## src/rtl/square_wave_period_meter.sv

```systemverilog
// Measures the period and high time of an asynchronous square wave in clk cycles.
// A measurement is published on each rising edge that follows an arming edge.
module square_wave_period_meter #(
  parameter int unsigned               PERIOD_WIDTH = 32,
  parameter logic [PERIOD_WIDTH-1:0]   TIMEOUT      = '1
) (
  input  logic                    clk,
  input  logic                    rst,
  input  logic                    sig_in,
  output logic [PERIOD_WIDTH-1:0] period,
  output logic [PERIOD_WIDTH-1:0] high_time,
  output logic                    valid,
  output logic                    locked
);

  typedef enum logic {
    IDLE,
    MEASURE
  } state_t;

  localparam logic [PERIOD_WIDTH-1:0] ONE = PERIOD_WIDTH'(1);

  state_t                  state_q;
  logic                    s1_q, s2_q, s3_q;
  logic [PERIOD_WIDTH-1:0] cnt_q, hcnt_q;
  logic [PERIOD_WIDTH-1:0] period_q, high_q;
  logic                    valid_q, locked_q;
  logic                    rise_d;

  // Synchroniser resets high so an input already high at release is not an edge.
  always_ff @(posedge clk) begin
    if (rst) begin
      s1_q <= 1'b1;
      s2_q <= 1'b1;
      s3_q <= 1'b1;
    end else begin
      s1_q <= sig_in;
      s2_q <= s1_q;
      s3_q <= s2_q;
    end
  end

  always_comb begin
    rise_d = s2_q & ~s3_q;
  end

  always_ff @(posedge clk) begin
    if (rst) begin
      state_q  <= IDLE;
      cnt_q    <= '0;
      hcnt_q   <= '0;
      period_q <= '0;
      high_q   <= '0;
      valid_q  <= 1'b0;
      locked_q <= 1'b0;
    end else begin
      valid_q <= 1'b0;
      case (state_q)
        IDLE: begin
          if (rise_d) begin
            cnt_q   <= ONE;
            hcnt_q  <= ONE;
            state_q <= MEASURE;
          end else begin
            cnt_q  <= '0;
            hcnt_q <= '0;
          end
        end
        MEASURE: begin
          // An edge coinciding with cnt==TIMEOUT still publishes, so cnt never wraps.
          if (rise_d) begin
            period_q <= cnt_q;
            high_q   <= hcnt_q;
            valid_q  <= 1'b1;
            locked_q <= 1'b1;
            cnt_q    <= ONE;
            hcnt_q   <= ONE;
          end else if (cnt_q == TIMEOUT) begin
            state_q  <= IDLE;
            locked_q <= 1'b0;
            period_q <= '0;
            high_q   <= '0;
            cnt_q    <= '0;
            hcnt_q   <= '0;
          end else begin
            cnt_q <= cnt_q + ONE;
            if (s2_q) begin
              hcnt_q <= hcnt_q + ONE;
            end
          end
        end
        default: state_q <= IDLE;
      endcase
    end
  end

  assign period    = period_q;
  assign high_time = high_q;
  assign valid     = valid_q;
  assign locked    = locked_q;

endmodule

```

## config.mk

```make
export PLATFORM = sky130hd
export DESIGN_NAME = square_wave_period_meter
export DESIGN_NICKNAME = d
export VERILOG_FILES = /design/src/rtl/square_wave_period_meter.sv
export SDC_FILE = /design/constraint.sdc
export NUM_CORES = 1
export LEC_CHECK = 0
export CORE_MARGIN = 3
export CORE_UTILIZATION = 50
export DETAILED_ROUTE_END_ITERATION = 12
export PLACE_DENSITY = 0.7
export SETUP_SLACK_MARGIN = 0.02
export SLEW_MARGIN = 20
export SYNTH_ARGS = -nofsm -noshare
export SYNTH_HDL_FRONTEND = slang
export SYNTH_SLANG_ARGS = --single-unit
```

## constraint.sdc

```tcl
create_clock -name clk -period 7.6 [get_ports clk]
set_clock_uncertainty 0.2 [all_clocks]
set_input_delay 0.76 -clock clk [delete_from_list [all_inputs] [get_ports clk]]
set_output_delay 0.76 -clock clk [all_outputs]
set_load 0.01 [all_outputs]
```

Word level (Yosys, flattened, before mapping). Index checks and enable logic that the tools add are counted.

Add/subtract/negate cells: 2. Equality and inequality tests: 2. Mux-type cells: 17. Bitwise gates (word level): 3. Reductions and logical operators: 3.

Operators with widths (count): two-way mux 32 bit (8); one-hot mux 32 bit (2 select lines) (2); adder 32 x 1 -> 32 bit (second input constant) (2); equality test 32 bit (second input constant) (1); two-way mux 1 bit (6); != test 4 x 1 -> 1 bit (second input constant) (1); NOT 1 bit (2); one-hot mux 1 bit (2 select lines) (1); AND reduction 2 bit (1); nonzero test 2 bit (1); OR reduction 2 bit (1); AND 1 bit (1).

Register bits: 134. Bits of input ports: 3. Output and inout port bits: 66. Logic and storage cells: 37.

Logic depth before layout (Yosys ltp).
Word-level depth: 5. Mapped depth: 8. Depth with buffers taken out: 6.

Least setup slack after synthesis. Ideal clock, no wire load.

Path type: flip-flop to flip-flop. From: reg cnt_q[0]. To: reg hcnt_q[29]. Setup time: 0.072 ns. Arrival: 2.150 ns. Required time: 7.328 ns. Path slack: 5.178 ns. Stages on the path, launching flop included: 8. Buffers on the path: 1. Clock period less this slack: 2.422 ns. Path through: dfxtp_1 -> ha_1 -> nand4_1 -> or3_1 -> o31a_1 -> buf_6 -> a2111oi_1 -> mux2i_1.

Longest elaborated chain between the ends: 4. Elaborated cells on any way between the ends: 5. Those cells by class: eq/ne: 2; mux: 3.

RTL lines: from (decl) (line 25) `logic [PERIOD_WIDTH-1:0] cnt_q, hcnt_q;`; from (signal assigned) (line 86) `cnt_q <= cnt_q + ONE;`; equality test 32 bit * (line 78) `end else if (cnt_q == TIMEOUT) begin`; two-way mux 32 bit (line 78); two-way mux 32 bit (line 71) `if (rise_d) begin`; one-hot mux 32 bit (2 select lines) (line 58) `case (state_q)`; to (signal assigned) (line 88) `hcnt_q <= hcnt_q + ONE;`; to (decl) (line 25).

Mark *: on every way between the ends. The rest lies on a longest branch, timed or not. A chain may end at the register's enable or synchronous reset.

Final worst setup path.
From: reg cnt_q[0]. To: reg cnt_q[20].

Longest elaborated chain between the ends: 4. Elaborated cells on any way between the ends: 5. Those cells by class: add/sub: 1; eq/ne: 1; mux: 3.

RTL lines (line): adder 32 x 1 -> 32 bit / equality test 32 bit (equally long branches) (86, 78); two-way mux 32 bit * (78); two-way mux 32 bit * (71); one-hot mux 32 bit (2 select lines) * (58).

Marked as above.

==> flow_metrics.env <==
export IMPL_outcome="complete, no violations"
export IMPL_yosysTopAreaCellShare_pct=49.0
export IMPL_ant_nets=0
export IMPL_wl_per_cell_um=17.1
export IMPL_row_count=37
export IMPL_area_growth_pct=25.2
export IMPL_drive_gt1_share_pct=7.88
export IMPL_hold_buffers=0
export IMPL_synth_cell_types=48
export IMPL_numCtsBuffers=17
export IMPL_clk_pin_slew_ns=0.06
export IMPL_min_path_type="register to register"
export IMPL_track_usage_pct=20.9
export IMPL_hold_start="s1_q$_SDFF_PP1_"
export IMPL_nFillCells=833
export IMPL_cts_resized=0
export IMPL_max_cap_violations=0
export IMPL_cts_tree="built"
export IMPL_dpl_worst_slack_ns=3.56
export IMPL_grt_pass1_wl_um=21500
export IMPL_rsz0062_at_grt="no"
export IMPL_antenna_found_initial=0
export IMPL_dr_pass1_iters=5
export IMPL_setup_viol=0
export IMPL_ys_async_sr_fraction_pct=0
export IMPL_vias=4619
export IMPL_worstSetupEndpointType="register"
export IMPL_crit_start="cnt_q[0]$_SDFF_PP0_"
export IMPL_postCtsSetupBuffers=0
export IMPL_fp_dieArea_sq_um=12200
export IMPL_synth_most_common_cell="dfxtp_1"
export IMPL_port_buffers=68
export IMPL_synth_largest_area_cell="dfxtp_1"
export IMPL_crit_fanout=47
export IMPL_grt_pass1_vias=4333
export IMPL_fp_dieW_um=111
export IMPL_required_ns=7.77
export IMPL_avgSynthCellArea_sq_um=9.76
export IMPL_crit_type="register to register"
export IMPL_fin_setup_tns_ns=0
export IMPL_p_per_area_nw_per_um2=233
export IMPL_p_leak_nw=2.19
export IMPL_cp_start_kind="register"
export IMPL_antenna_cells=0
export IMPL_syn_area_sq_um=5480
export IMPL_synthesis_nets=566
export IMPL_initial_utilization_pct=52.1
export IMPL_ys_seq_area_share_pct=49.0
export IMPL_place_congestion=0.835
export IMPL_cp_data_arrival_time_ns=3.49
export IMPL_max_clock_freq_mhz=301
export IMPL_netlist_instances=561
export IMPL_ys_top_cells_by_area="dfxtp_1, a32o_1, nand3_1"
export IMPL_clock_sinks=134
export IMPL_vias_per_cell=6.09
export IMPL_ir_drop_mv=0.131
export IMPL_p_total_mw=1.60
export IMPL_fin_ws_ns=4.28
export IMPL_h_tree_depth=4
export IMPL_grt_max_degree=69
export IMPL_multi_input_area_sq_um=2610
export IMPL_ys_warnings_count=0
export IMPL_die_h_um=111
export IMPL_final_hold_viol_count=0
export IMPL_clockRootBuffer="clkbuf_8"
export IMPL_insertion_delay_ns=0.51
export IMPL_yosys_most_used_dff="dfxtp_1"
export IMPL_grt_overflow_total=0
export IMPL_dp_hpwl_um=8200
export IMPL_drv_slew=0
export IMPL_fin_util_pct=65.2
export IMPL_fp_coreArea_sq_um=10500
export IMPL_clockBufferDepth=2
export IMPL_ios=69
export IMPL_regToRegStartpoint="cnt_q[0]$_SDFF_PP0_"
export IMPL_ys_seq_elements=134
export IMPL_r2r_slack_ns=4.28
export IMPL_synthTopCellsByCount="dfxtp_1, a32o_1, nand3_1, nor2_1, nand2_1"
export IMPL_drc=0
export IMPL_finalCritPeriodShare_pct=43.7
export IMPL_final_nets=615
export IMPL_worst_pin_slew_ns=1.06
export IMPL_seq_area_sq_um=2680
export IMPL_final_min_clock_period_ns=3.32
export IMPL_drt_initial_drc_count=364
export IMPL_routed_wl_um=13000
export IMPL_slew_headroom_pct=29.2
export IMPL_synth_edf_count=0
per-stage QoR:
step | cell area [sq um] | hold slack [ns] | instances
2_1_floorplan | 5480 | 0.189 | 561
3_3_place_gp | 6220 | 0.197 | 727
3_5_place_dp | 6220 | 0.196 | 727
4_1_cts | 6850 | 0.211 | 758
5_1_grt | 6860 | 0.228 | 758
6_report | 6860 | 0.208 | 758
power by group:
group	switching, mW	leakage (nW)	total, mW	internal, mW
Sequential	0.00214	1.08	0.706	0.704
Combinational	0.0147	0.818	0.0188	0.00408
Clock	0.299	0.298	0.874	0.575
Total	0.316	2.19	1.60	1.28
sequential cells by signal (all words and copies together) (netlist names):
| register | cells |
|---|---|
| cnt_q | 32 |
| hcnt_q | 32 |
| high_time | 32 |
| period | 32 |
| locked | 1 |
| s1_q | 1 |
| s2_q | 1 |
| s3_q | 1 |
| state_q | 1 |
| valid | 1 |
worst paths after layout:
path / end / cells past startpoint
max: cnt_q[20]$_SDFF_PP0_ / 7
min: s2_q$_SDFF_PP1_ / 1
max reg2reg: cnt_q[20]$_SDFF_PP0_ / 7
min reg2reg: s2_q$_SDFF_PP1_ / 1
cell type report:
cell class	instances	area share, %
inverters	8	0.456
well taps	136	2.48
clock inverters	11	2.90
clock buffers	20	6.35
multi-input cells	375	38.1
flip-flops and latches	134	39.1
repair buffers	74	10.6
layout by cell type (no fill, tap or decap), types with 8 or more instances in the layout:
cell type        netlist  final
dfxtp_1              134    134
clkdlybuf4s50_1        0     68
a32o_1                64     64
nand3_1               55     55
nor2_1                41     39
nand2_1               30     29
mux2i_1               21     21
nand4_1               18     18
nand3b_1              18     18
xor2_1                18     18
a21oi_1               16     16
clkbuf_16              0     16
xnor2_1               12     12
nor3_1                11     11
a211oi_1               8      8
layer usage:
layer  global-route usage (%)  share of wire, %  vias up
met4                     6.73              0.69        0
met1                     28.4                46     2244
met3                     4.37               5.3        8
li1                         -                 -     2220
met2                     33.3                48      147
met5                        0                 0        -
worst max-delay path: stages, from the launching register on:
cell and delay, ns:
dfxtp_1 0.49, ha_1 0.30, nand4_1 0.19, nor3_1 0.83, nand3_1 0.15, buf_4 0.33, nand2_2 0.55, nor2_1 0.13
cell families after synthesis:
family / Yosys count / share of synthesized area [%]
adder cells (fa/ha/maj): 2 / 0.457
AO/OA/AOI/OAI: 116 / 18.4
XOR/XNOR: 30 / 4.80
flip-flops: 134 / 49.0
buffers and inverters: 52 / 3.77
multiplexers: 21 / 3.84
AND/OR/NAND/NOR: 206 / 19.8
Note: power is estimated with default switching activity, not from simulation.
